## src/rtl/dhs_soc_ctrl_rst_seq.sv

```systemverilog
// Per-domain clock/reset sequencer: waits for a filtered PLL lock, runs the clock with reset held, then releases reset.
// Define DHS_RST_SEQ_LOCK_MON_EN to compile in PLL lock-loss monitoring and the sticky lock_lost_o flag.
module dhs_soc_ctrl_rst_seq #(
  parameter int LOCK_FILT = 4,
  parameter int RST_DLY   = 8,
  parameter int DRAIN_DLY = 2,
  parameter int CNT_W     = 8
) (
  input  logic       clk_i,
  input  logic       arst_ni,
  input  logic       rst_req_ni,
  input  logic       clk_en_req_i,
  input  logic       pll_locked_i,
  input  logic       lock_lost_clr_i,
  output logic       clk_en_o,
  output logic       rst_n_o,
  output logic       ready_o,
  output logic       lock_lost_o,
  output logic [2:0] state_o
);

  typedef enum logic [2:0] {
    ST_IDLE      = 3'd0,
    ST_WAIT_LOCK = 3'd1,
    ST_CLK_ON    = 3'd2,
    ST_RUN       = 3'd3,
    ST_DRAIN     = 3'd4
  } state_e;

  localparam logic [CNT_W-1:0] LOCK_LAST  = CNT_W'(LOCK_FILT - 1);
  localparam logic [CNT_W-1:0] RST_LAST   = CNT_W'(RST_DLY - 1);
  localparam logic [CNT_W-1:0] DRAIN_LAST = CNT_W'(DRAIN_DLY - 1);

  state_e           state_q, state_d;
  logic [CNT_W-1:0] cnt_q, cnt_d;
  logic             clk_en_q, clk_en_d;
  logic             rst_n_q, rst_n_d;
  logic             ready_q, ready_d;
  logic             lock_lost_q, lock_lost_d;
  logic             req_ok;
  logic             lock_drop;
  logic             lock_set;

  assign req_ok = rst_req_ni & clk_en_req_i;

`ifdef DHS_RST_SEQ_LOCK_MON_EN
  assign lock_drop = ~pll_locked_i;
`else
  assign lock_drop = 1'b0;
  logic unused_lock_lost_clr;
  assign unused_lock_lost_clr = lock_lost_clr_i;
`endif

  // State register; every output is a flop updated on the same edge as the state.
  always_ff @(posedge clk_i) begin
    if (!arst_ni) begin
      state_q     <= ST_IDLE;
      cnt_q       <= '0;
      clk_en_q    <= 1'b0;
      rst_n_q     <= 1'b0;
      ready_q     <= 1'b0;
      lock_lost_q <= 1'b0;
    end else begin
      state_q     <= state_d;
      cnt_q       <= cnt_d;
      clk_en_q    <= clk_en_d;
      rst_n_q     <= rst_n_d;
      ready_q     <= ready_d;
      lock_lost_q <= lock_lost_d;
    end
  end

  // Next-state and shared delay counter; lock loss outranks a request drop.
  always_comb begin
    state_d  = state_q;
    cnt_d    = cnt_q + 1'b1;
    lock_set = 1'b0;
    case (state_q)
      ST_IDLE: begin
        cnt_d = '0;
        if (req_ok) state_d = ST_WAIT_LOCK;
      end
      ST_WAIT_LOCK: begin
        if (!req_ok)                                state_d = ST_IDLE;
        else if (pll_locked_i && cnt_q == LOCK_LAST) state_d = ST_CLK_ON;
        else if (!pll_locked_i)                     cnt_d   = '0;
      end
      ST_CLK_ON: begin
        if (lock_drop) begin
          state_d  = ST_WAIT_LOCK;
          lock_set = 1'b1;
        end else if (!req_ok)          state_d = ST_DRAIN;
        else if (cnt_q == RST_LAST)    state_d = ST_RUN;
      end
      ST_RUN: begin
        cnt_d = '0;
        if (lock_drop) begin
          state_d  = ST_WAIT_LOCK;
          lock_set = 1'b1;
        end else if (!req_ok) state_d = ST_DRAIN;
      end
      ST_DRAIN: begin
        if (lock_drop) begin
          state_d  = ST_IDLE;
          lock_set = 1'b1;
        end else if (cnt_q == DRAIN_LAST) state_d = ST_IDLE;
      end
      default: state_d = ST_IDLE;
    endcase
    if (state_d != state_q) cnt_d = '0;
  end

  // Output decode from the next state so outputs land with the state change.
  always_comb begin
    clk_en_d = 1'b0;
    rst_n_d  = 1'b0;
    ready_d  = 1'b0;
    case (state_d)
      ST_CLK_ON, ST_DRAIN: clk_en_d = 1'b1;
      ST_RUN: begin
        clk_en_d = 1'b1;
        rst_n_d  = 1'b1;
        ready_d  = 1'b1;
      end
      default: ;
    endcase
`ifdef DHS_RST_SEQ_LOCK_MON_EN
    lock_lost_d = lock_set | (lock_lost_q & ~lock_lost_clr_i);
`else
    lock_lost_d = lock_set;
`endif
  end

  assign clk_en_o    = clk_en_q;
  assign rst_n_o     = rst_n_q;
  assign ready_o     = ready_q;
  assign lock_lost_o = lock_lost_q;
  assign state_o     = state_q;

endmodule

```

## config.mk

```make
export PLATFORM = sky130hd
export DESIGN_NAME = dhs_soc_ctrl_rst_seq
export DESIGN_NICKNAME = d
export VERILOG_FILES = /design/src/rtl/dhs_soc_ctrl_rst_seq.sv
export SDC_FILE = /design/constraint.sdc
export NUM_CORES = 1
export LEC_CHECK = 0
export BUFFER_PORTS_ARGS = -buffer_cell sky130_fd_sc_hd__buf_2
export CORE_MARGIN = 2
export CORE_UTILIZATION = 46
export DETAILED_ROUTE_END_ITERATION = 10
export PLACE_DENSITY = 0.71
export SLEW_MARGIN = 30
export SYNTH_ARGS = -nofsm -noshare
export SYNTH_HDL_FRONTEND = slang
export SYNTH_SLANG_ARGS = --single-unit
```

## constraint.sdc

```tcl
create_clock -name clk_i -period 1.1 [get_ports clk_i]
set_input_delay 0 -clock clk_i [delete_from_list [all_inputs] [get_ports clk_i]]
set_output_delay 0 -clock clk_i [all_outputs]
set_load 0.005 [all_outputs]
```

==> results.md, run 1 <==
* Worst-case hold path end point: state_o[0]
* Final worst-path cycle share at 115%
* HP Start: clk_en_req_i
* Post-Syn Nets at 82
* Final worst path period need at 1260 ps
* Antenna Cells at 0
* Final number of setup-violating endpoints at 11
* Via count of the routed design at 637
* Most frequent cells in the layout: sky130_fd_sc_hd__buf_4, sky130_fd_sc_hd__nor2_1, sky130_fd_sc_hd__buf_2, sky130_fd_sc_hd__dfxtp_1, sky130_fd_sc_hd__dfxtp_2
* Total Routed Length at 1530 um
* Die Y at 42.8 um
* Syn_area_per_cell at 9.35 sq um
* Flop2flop setup slack at -160 ps
* Worst path arrival time at 1430 ps
* Required time at the worst-slack endpoint at 1260 ps
* Gate count of the mapped netlist at 74
* Netlist area before placement at 692 sq um
* Global placer's final weighted congestion at 0.828
* Crit Path Category: reg -> reg
* Synthesized flop and latch total at 13
* Worst path slowest cell: sky130_fd_sc_hd__dfxtp_4
* Sw Pwr at 0.000184 W
* Max incr delay on CP at 370 ps
* Most frequent standard cell in the layout excluding fill and tap cells: sky130_fd_sc_hd__buf_4
* Final net count at 107
* Post-route DRC at 0
* Worst Setup End Kind: flip-flop
* Initial antenna violation count at 0
* Worst min-delay path category: in -> reg
* Die ar. at 1830 sq um
* Part of the power in the clock network at 38.0%
* First-pass GRT wire length at 2350 um
* Area used by multi-input combinational logic at 440 sq um
* Max Buffers Root-to-Sink at 2
* Overall power consumption at 0.000806 W
* Hold Worst Slack at 139 ps
* Worst-skew pair later-pin latency at 280 ps
* Reg power frac at 58.0%
* Synth Warn # at 0
* Total routing resource utilization after global routing at 17.4%
* Worst hold path stage count at 4
* Max capacitance violation total at 0
* Max rail drop VDD at 0.631 mV
* Status: finished with violations
* DP Worst Slack at -193 ps
* Max Fanout on Critical Path at 3
* Total power divided by cell area at 865 nW/um^2
* Area taken by flip-flops and latches at 277 sq um
* CTS sink cnt at 13
* R2r startpoint: cnt_q[0]
* Number of levels the H-tree was split into at 1
* Fraction of the yosys area taken by sequential cells at 37.6%
* Max-slew violations at 0
* Length of the first detailed-routing pass in iterations at 4
* Rows at 13
* Cts bufs inserted at 3
* Pin count of the biggest net entering global routing at 12
* Residual overflow from global routing at 0
* Internal portion of total power at 0.000622 W
* Average wire per standard cell at 13.6 um
* Largest delay contributor family on the critical path: flip-flops
* Via-to-Cell Ratio at 5.64
* Cell leakage power at 0.371 nW
* Fraction of layout instances using a drive strength above 1 at 49.0%
* Post-detail-place hpwl at 1050 um
* Synth-to-Final Area Change at 34.7%
* Top post-synthesis cells by area: sky130_fd_sc_hd__dfxtp_1, sky130_fd_sc_hd__nor2_1, sky130_fd_sc_hd__buf_4
* Final WS setup at -163 ps
* Crit path buf inv count at 0
* Final-layout setup total negative slack at -837 ps
* Cell Chain, Critical Path: ha_4, and4b_1, nand3_2, nor2_1, o311a_1
* Largest area contributor in the netlist: sky130_fd_sc_hd__dfxtp_1
* Startpoint type of the worst setup path: flip-flop
* Port-buffer cells at 10
* Switching Share at 22.8%
* Die X at 42.8 um
* Combinational share of power at 3.9%
* Vias in the first global route at 578
* Setup repair after global routing missed its margin: yes
* Post-route clock skew at 7.63 ps
* CTS clk-pin slew, worst paths at 90 ps
* Total count of hold-check failures in the final report at 0
* Clock tree from TritonCTS: done
* DR iter-0 viols at 10
* Yosys cell types at 33
* Violated checks: setup timing
* I/O pins at 13
* Initial Util at 51.3%
* Clock Tree Root: sky130_fd_sc_hd__clkbuf_4
* Proportion of netlist area held by the largest area contributor at 37.6%
* FMAX at 0.792 GHz
* Antenna-violating nets left at 0
* Core Region at 1350 sq um
* Number of fill cells at 113
* Endpoint of the worst-slack reg-to-reg timing path: clk_en_o
* Worst R2R Path Depth at 5
per-layer routing:
metal  wire length (um)  vias up  global-route usage, %
li1                   -      306                      -
met1                674      311                   19.7
met2                780       18                   30.6
met3                 64        2                   4.26
met4                 14        0                   7.50
met5                  0        -                      0
cell usage after synthesis:
library cell                number
sky130_fd_sc_hd__a41oi_2         1
sky130_fd_sc_hd__buf_4           4
sky130_fd_sc_hd__nand3_2         1
sky130_fd_sc_hd__nand3b_1        1
sky130_fd_sc_hd__nand2b_1        1
sky130_fd_sc_hd__o211ai_2        1
sky130_fd_sc_hd__xnor2_1         3
sky130_fd_sc_hd__and2_1          1
sky130_fd_sc_hd__nor3_4          1
sky130_fd_sc_hd__a211oi_1        1
sky130_fd_sc_hd__nor2_2          2
sky130_fd_sc_hd__o311a_1         1
sky130_fd_sc_hd__o21a_1          1
sky130_fd_sc_hd__ha_1            2
sky130_fd_sc_hd__conb_1          1
sky130_fd_sc_hd__and3_1          3
sky130_fd_sc_hd__nor2_1         11
sky130_fd_sc_hd__nor4bb_1        1
sky130_fd_sc_hd__a21oi_1         1
sky130_fd_sc_hd__a21oi_2         1
sky130_fd_sc_hd__and3b_1         1
sky130_fd_sc_hd__nor4b_2         1
sky130_fd_sc_hd__inv_1           3
sky130_fd_sc_hd__and4b_1         2
sky130_fd_sc_hd__dfxtp_1        13
sky130_fd_sc_hd__nand2_1         3
sky130_fd_sc_hd__xor2_1          3
sky130_fd_sc_hd__nand4b_1        1
sky130_fd_sc_hd__nor3_1          1
sky130_fd_sc_hd__nand3_1         4
sky130_fd_sc_hd__a41oi_1         1
sky130_fd_sc_hd__o22ai_1         1
sky130_fd_sc_hd__o2111ai_1       1
power by group through the flow:
stage | registers, W | clock network, W | logic, W
2_1_floorplan | 0.000486 | 0 | 0.0000134
3_3_place_gp | 0.000486 | 0 | 0.0000256
3_5_place_dp | 0.000486 | 0 | 0.0000261
4_1_cts | 0.000470 | 0.000309 | 0.0000297
5_1_grt | 0.000469 | 0.000331 | 0.0000349
6_report | 0.000468 | 0.000307 | 0.0000316
sequential cells by signal (all words and copies together) (netlist names):
name      cells
cnt_q         8
state_o       3
clk_en_o      1
ready_o       1
cell families after synthesis:
kind of cell    Yosys count  synth area share [%]
xor+xnor                  6                  7.60
flops                    13                  37.6
fa+ha+maj                 2                  3.62
simple gates             35                  31.5
other cells               1                 0.542
compound gates           10                  13.2
buf+inv                   7                  5.97
stage by stage:
step / utilization [%] / std cells / instance area (sq um)
CTS: 66.4 / 111 / 896
global placement: 60.8 / 105 / 821
detailed placement: 60.8 / 105 / 821
global route: 69.0 / 113 / 932
floorplan: - / 74 / 707
finish: 69.0 / 113 / 932
worst max-delay path by stage:
| stage | cells past startpoint | slack (ps) | to | startpoint |
|---|---|---|---|---|
| finish | 5 | -160 | clk_en_o | cnt_q[0] |
| global route | 6 | -220 | cnt_q[0] | cnt_q[1] |
| CTS | 6 | -150 | cnt_q[0] | cnt_q[1] |
| detailed placement | 5 | -190 | cnt_q[0] | cnt_q[0] |
| global placement | 5 | -160 | cnt_q[0] | cnt_q[0] |
| floorplan | 5 | -70 | clk_en_o | cnt_q[0] |
area by class of cell:
cell class	count	area share (%)
Clock buffer	4	2.82
Inverter	3	1.21
Multi-Input combinational cell	54	47.2
Sequential cell	13	29.7
Tap cell	15	2.01
Timing Repair Buffer	24	17.0
worst register-to-register path: stages, from the launching register on:
cell	delay (ps)
sky130_fd_sc_hd__dfxtp_4	370
sky130_fd_sc_hd__ha_4	160
sky130_fd_sc_hd__and4b_1	180
sky130_fd_sc_hd__nand3_2	110
sky130_fd_sc_hd__nor2_1	50
sky130_fd_sc_hd__o311a_1	280
timing repair:
action / in CTS / in global routing
hold buffers: 1 / 0
endpoints found under the setup margin: 12 / 13
endpoints found under the hold margin: 2 / 0
buffers inserted: 1 / 2
pin swaps: 6 / 8
gates resized for setup: 10 / 7
(Power assumes the default switching activity.)
==> inputs of run 2 (changes only) <==
--- a/config.mk
+++ b/config.mk
@@ -9,8 +9,7 @@
 export CORE_MARGIN = 2
 export CORE_UTILIZATION = 46
 export DETAILED_ROUTE_END_ITERATION = 10
-export PLACE_DENSITY = 0.71
-export SLEW_MARGIN = 30
+export PLACE_DENSITY = 0.81
 export SYNTH_ARGS = -nofsm -noshare
 export SYNTH_HDL_FRONTEND = slang
 export SYNTH_SLANG_ARGS = --single-unit
==> run 2 against run 1 <==
- the run still ends with setup timing left
- flip-flop and latch count is the same
- combinational power grew 11%
- register-to-register slack gained 40 ps
- critical path depth is the same
- clock power shrank 2%
- wire length grew 5.6%
- cell area grew 5.2%
- first-iteration DRC count grew 40%
- critical endpoint unchanged
- utilization grew 3.6 points
- sequential share of layout area shrank 0.97 points
==> results.md, run 2 (synthesis gave the netlist of run 1 again) <==
* Status: finished with violations
* Violated checks: setup timing
* Top reg by flops: cnt_q
* Final core area utilization at 72.7% (+3.6 points)
* Max reg flops at 8 (unchanged)
* Final net count at 106 (-0.93%)
* Via-to-Cell Ratio at 5.39 (-4.3%)
* Max capacitance violation total at 0 (unchanged)
* First-pass GRT wire length at 2550 um (+8.5%)
* Required time at the worst-slack endpoint at 1270 ps (about the same)
* Synth-to-Final Area Change at 41.8%
* Most frequent cells in the layout: sky130_fd_sc_hd__buf_2, sky130_fd_sc_hd__nor2_1, sky130_fd_sc_hd__buf_4, sky130_fd_sc_hd__dfxtp_2
* I/O pins at 13 (unchanged)
* Antenna-violating nets left at 0 (unchanged)
* Max-slew violations at 0 (unchanged)
* Total power divided by cell area at 818 nW/um^2 (-5.4%)
* Residual overflow from global routing at 0 (unchanged)
* Via count of the routed design at 604 (-5.2%)
* Placed insts at 107 (+1.9%)
* Worst min-delay path category: in -> reg
* Cell Chain, Critical Path: ha_4, and4b_1, nand3_2, nor2_1, o311a_1
* Setup repair after global routing missed its margin: yes
* FMAX at 0.817 GHz (+3.1%)
* Die X at 42.8 um (unchanged)
* Total routing resource utilization after global routing at 18.8% (+1.3 points)
* Fraction of layout instances using a drive strength above 1 at 57.7% (+8.8 points)
* Worst path slowest cell: sky130_fd_sc_hd__dfxtp_4
* Length of the first detailed-routing pass in iterations at 4 (unchanged)
* Number of fill cells at 106 (-6.2%)
* Post-route DRC at 0 (unchanged)
* Clock tree from TritonCTS: done
* Average wire per standard cell at 14.4 um (+6.6%)
* Final number of setup-violating endpoints at 8 (-3)
* Flop2flop setup slack at -120 ps (+40 ps)
* Final-layout setup total negative slack at -703 ps (+134 ps)
* Max incr delay on CP at 370 ps (about the same)
* CP Depth at 5 (unchanged)
* Cts bufs inserted at 3 (unchanged)
* DR iter-0 viols at 14 (+4)
* Crit Path Category: reg -> reg
* Max rail drop VDD at 0.585 mV (-7.3%)
* Worst R2R Path Depth at 5 (unchanged)
* Global placer's final weighted congestion at 0.774 (-6.4%)
* Area used by multi-input combinational logic at 480 sq um (+9.1%)
* Setup Fix Bufs, Post-CTS at 0 (-1)
* Largest delay contributor family on the critical path: flip-flops
* Vias in the first global route at 585 (+1.2%)
* Worst Setup End Kind: flip-flop
* CTS clk-pin slew, worst paths at 80 ps (about the same)
* Startpoint type of the worst setup path: flip-flop
* Post-detail-place hpwl at 1090 um (+3.7%)
* Number of levels the H-tree was split into at 1 (unchanged)
* Final worst-path cycle share at 111% (-3.5 points)
* Rows at 13 (unchanged)
* Max Fanout on Critical Path at 4 (+1)
* Core Region at 1350 sq um (unchanged)
* Clock Tree Root: sky130_fd_sc_hd__clkbuf_4
* Total count of hold-check failures in the final report at 0 (unchanged)
* Crit path buf inv count at 0 (unchanged)
* DP Worst Slack at -173 ps (+20.0 ps)
* Cell leakage power at 0.371 nW (-0.12%)
* CTS sink cnt at 13 (unchanged)
* Antenna Cells at 0 (unchanged)
* Post-route clock skew at 0.678 ps (-6.96 ps)
* Final WS setup at -124 ps (+38.2 ps)
* Pin count of the biggest net entering global routing at 10 (-2)
* Max Buffers Root-to-Sink at 2 (unchanged)
* Worst path arrival time at 1400 ps (-30 ps)
* Port-buffer cells at 10 (unchanged)
* Die Y at 42.8 um (unchanged)
* Final worst path period need at 1220 ps (-38.2 ps)
* Worst-skew pair later-pin latency at 280 ps (about the same)
* Initial antenna violation count at 0 (unchanged)
* Die ar. at 1830 sq um (unchanged)
* Worst hold path stage count at 4 (unchanged)
* Initial Util at 51.3% (unchanged)
* Most frequent standard cell in the layout excluding fill and tap cells: sky130_fd_sc_hd__buf_2
* Final Instance Count excl. Fillers at 112 (-0.88%)
* Area taken by flip-flops and latches at 282 sq um (+1.8%)
* Total Routed Length at 1620 um (+5.6%)
run 2: cell type report:
| type | count | share of cell area (%) |
|---|---|---|
| Multi-Input combinational cell | 54 | 49.0 |
| Sequential cell | 13 | 28.7 |
| Timing Repair Buffer | 23 | 16.5 |
| Clock buffer | 3 | 2.30 |
| Tap cell | 15 | 1.91 |
| Inverter | 3 | 1.15 |
| Clock inverter | 1 | 0.510 |
run 2: what timing repair did:
action	CTS	global route
gates resized for setup	18	12
setup endpoints to repair	12	13
hold endpoints to repair	2	0
hold buffers	1	0
pin swaps	7	7
run 2: final timing paths:
| kind | start | endpoint |
|---|---|---|
| worst max-delay path | cnt_q[0] | clk_en_o |
| worst min-delay path | clk_en_req_i | clk_en_o |
| worst max register to register | cnt_q[0] | clk_en_o |
| worst min register to register | cnt_q[0] | cnt_q[0] |
run 2: metal layers:
metal	vias to the layer above	track usage [%]	part of all wire (%)
met5	-	0	0
met4	0	5.63	1.1
met3	2	8.09	5.6
met2	13	31.2	51
met1	284	21.6	42
li1	305	-	-
run 2: tightest hold or removal path, cell delays in order:
cell and delay, ps:
sky130_fd_sc_hd__buf_2 90, sky130_fd_sc_hd__nand2_1 60, sky130_fd_sc_hd__nor2_1 110, sky130_fd_sc_hd__o311a_1 150
run 2: through the flow:
stage	hold slack [ps]	cell area, sq um	total power, W
3_5_place_dp	251	836	0.000514
3_3_place_gp	261	836	0.000513
5_1_grt	163	981	0.000838
6_report	149	981	0.000803
4_1_cts	147	935	0.000819
2_1_floorplan	122	707	0.000499
run 2: power breakdown:
part / switching [W] / internal, W / total, W
Sequential: 0.00000377 / 0.000463 / 0.000467
Combinational: 0.0000158 / 0.0000194 / 0.0000352
Clock: 0.000166 / 0.000135 / 0.000301
Total: 0.000185 / 0.000617 / 0.000803
==> inputs of run 3 (changes only) <==
--- a/config.mk
+++ b/config.mk
@@ -10,6 +10,7 @@
 export CORE_UTILIZATION = 46
 export DETAILED_ROUTE_END_ITERATION = 10
 export PLACE_DENSITY = 0.81
+export REMOVE_ABC_BUFFERS = 1
 export SYNTH_ARGS = -nofsm -noshare
 export SYNTH_HDL_FRONTEND = slang
 export SYNTH_SLANG_ARGS = --single-unit
==> run 3 against run 2 <==
- the run still ends with setup timing left
- critical path depth is the same
- count of clock-buffer cells in the layout is the same
- clock power is essentially flat
- non-clock buffer count grew 3
- final cell count grew 2.7%
- die area is the same
- combinational power shrank 2%
- critical path type unchanged
- critical endpoint unchanged
==> results.md, run 3 (synthesis gave the netlist of run 1 again) <==
* Vias in the first global route at 616 (+5.3%)
* Clock Tree Root: sky130_fd_sc_hd__clkbuf_4
* Cell Chain, Critical Path: ha_4, and4b_1, nand3_2, nor2_1, o311a_1
* Worst path slowest cell: sky130_fd_sc_hd__dfxtp_4
* Pin count of the biggest net entering global routing at 10 (unchanged)
* Via-to-Cell Ratio at 5.44 (+0.94%)
* Average wire per standard cell at 15.1 um (+4.5%)
* Startpoint type of the worst setup path: flip-flop
* DR iter-0 viols at 32 (+18)
* CTS clk-pin slew, worst paths at 90 ps (about the same)
* Die X at 42.8 um (unchanged)
* HP Start: clk_en_req_i
* Max capacitance violation total at 0 (unchanged)
* Length of the first detailed-routing pass in iterations at 4 (unchanged)
* Fraction of layout instances using a drive strength above 1 at 55.0% (-2.7 points)
* First-pass GRT wire length at 2860 um (+12%)
* Worst min-delay path category: in -> reg
* Worst Setup End Kind: flip-flop
* Crit Path Category: reg -> reg
* Final number of setup-violating endpoints at 10 (+2)
* Final WS setup at -152 ps (-27.0 ps)
* Worst hold path stage count at 4 (unchanged)
* Initial Util at 51.3% (unchanged)
* Worst-case hold path end point: state_o[1]
* Number of fill cells at 85 (-20%)
* Cell leakage power at 0.391 nW (+5.6%)
* Worst-skew pair later-pin latency at 280 ps (about the same)
* Initial antenna violation count at 0 (unchanged)
* Antenna-violating nets left at 0 (unchanged)
* Required time at the worst-slack endpoint at 1270 ps (about the same)
* Cts bufs inserted at 3 (unchanged)
* Worst R2R Path Depth at 5 (unchanged)
* Status: finished with violations
* Top reg by flops: cnt_q
* Final net count at 109 (+2.8%)
* Area used by multi-input combinational logic at 482 sq um (+0.26%)
* Max rail drop VDD at 0.866 mV (+48%)
* Die ar. at 1830 sq um (unchanged)
* Max Fanout on Critical Path at 3 (-1)
* Global placer's final weighted congestion at 0.808 (+4.4%)
* Total power divided by cell area at 800 nW/um^2 (-2.2%)
* Final instance area at 1000 sq um (+2.0%)
* FMAX at 0.799 GHz (-2.2%)
* Final worst-path cycle share at 114% (+2.5 points)
* CTS sink cnt at 13 (unchanged)
* Max incr delay on CP at 380 ps (about the same)
* Most frequent standard cell in the layout excluding fill and tap cells: sky130_fd_sc_hd__buf_4
* Via count of the routed design at 626 (+3.6%)
* Setup repair after global routing missed its margin: yes
* Final worst path period need at 1250 ps (+27.0 ps)
* Most frequent cells in the layout: sky130_fd_sc_hd__buf_4, sky130_fd_sc_hd__buf_2, sky130_fd_sc_hd__nor2_1, sky130_fd_sc_hd__dfxtp_1, sky130_fd_sc_hd__dfxtp_4
* Total routing resource utilization after global routing at 20.9% (+2.1 points)
* Worst path arrival time at 1420 ps (+20 ps)
* Flop2flop setup slack at -150 ps (-30 ps)
* Post-detail-place hpwl at 1110 um (+1.6%)
* Area taken by flip-flops and latches at 282 sq um (unchanged)
* Number of levels the H-tree was split into at 1 (unchanged)
* Max reg flops at 8 (unchanged)
* Post-route DRC at 0 (unchanged)
* Max-slew violations at 0 (unchanged)
* Total Routed Length at 1740 um (+7.3%)
* Total count of hold-check failures in the final report at 0 (unchanged)
* Largest delay contributor family on the critical path: flip-flops
* Residual overflow from global routing at 0 (unchanged)
* Violated checks: setup timing
* Core Region at 1350 sq um (unchanged)
* Synth-to-Final Area Change at 44.7%
* Clock tree from TritonCTS: done
* Post-route clock skew at 5.78 ps (+5.10 ps)
* I/O pins at 13 (unchanged)
* Port-buffer cells at 10 (unchanged)
* Post-Place Cell Area at 836 sq um (unchanged)
* Rows at 13 (unchanged)
* Overall power consumption at 0.000801 W (-0.25%)
* Antenna Cells at 0 (unchanged)
* Max Buffers Root-to-Sink at 2 (unchanged)
* R2r startpoint: cnt_q[0]
* Die Y at 42.8 um (unchanged)
* Endpoint of the worst-slack reg-to-reg timing path: clk_en_o
* Crit path buf inv count at 0 (unchanged)
* CP Launch Point: cnt_q[0]
## run 3: timing repair
| action | 4_1_cts | 5_1_grt |
|---|---|---|
| pin swaps | 6 | 10 |
| hold buffers | 1 | 0 |
| resized for setup | 14 | 18 |
| endpoints found under the hold margin | 2 | 0 |
| endpoints found under the setup margin | 13 | 13 |
| buffers inserted | 2 | 0 |
## run 3: tightest hold or removal path, delay by kind of cell
| family | cells | cell delay (ps) |
|---|---|---|
| AOI/OAI and AO/OA | 1 | 30 |
| and+or+nand+nor | 1 | 140 |
| buffers and inverters | 2 | 250 |
## run 3: layout make-up
| cell class | count | share of cell area [%] |
|---|---|---|
| well taps | 15 | 1.88 |
| flip-flops and latches | 13 | 28.1 |
| inverters | 3 | 1.13 |
| clock buffers | 3 | 2.25 |
| repair buffers | 26 | 18.0 |
| clock inverters | 1 | 0.500 |
| multi-input cells | 54 | 48.1 |
## run 3: through the flow
stage | setup slack [ps] | setup TNS (ps) | std cells | hold WS (ps) | utilization [%]
finish | -152 | -1200 | 115 | 175 | 74.1
global route | -255 | -1960 | 115 | 172 | 74.1
CTS | -153 | -1060 | 116 | 150 | 68.7
detailed placement | -234 | -1690 | 109 | 260 | 61.9
global placement | -153 | -1280 | 109 | 257 | 61.9
floorplan | -173 | -645 | 70 | 122 | -
## run 3: power by group
group | leakage, nW | internal [W] | switching [W] | total (W)
clock | 0.0177 | 0.000135 | 0.000168 | 0.000302
combinational | 0.264 | 0.0000185 | 0.0000159 | 0.0000344
sequential | 0.110 | 0.000461 | 0.00000340 | 0.000464
total | 0.391 | 0.000614 | 0.000187 | 0.000801
## run 3: metal layers
metal	routed length, um	up-vias	GRT usage, %
li1	-	311	-
met1	844	297	29.8
met2	805	16	31.2
met3	69	2	2.55
met4	17	0	9.38
met5	0	-	0
## run 3: worst max-delay path by stage
stage                to  slack (ps)  cells after the start
2_1_floorplan  clk_en_o        -170                      5
3_3_place_gp   cnt_q[1]        -150                      6
3_5_place_dp   cnt_q[0]        -230                      6
4_1_cts        cnt_q[0]        -150                      6
5_1_grt        cnt_q[3]        -250                      4
6_report       clk_en_o        -150                      5
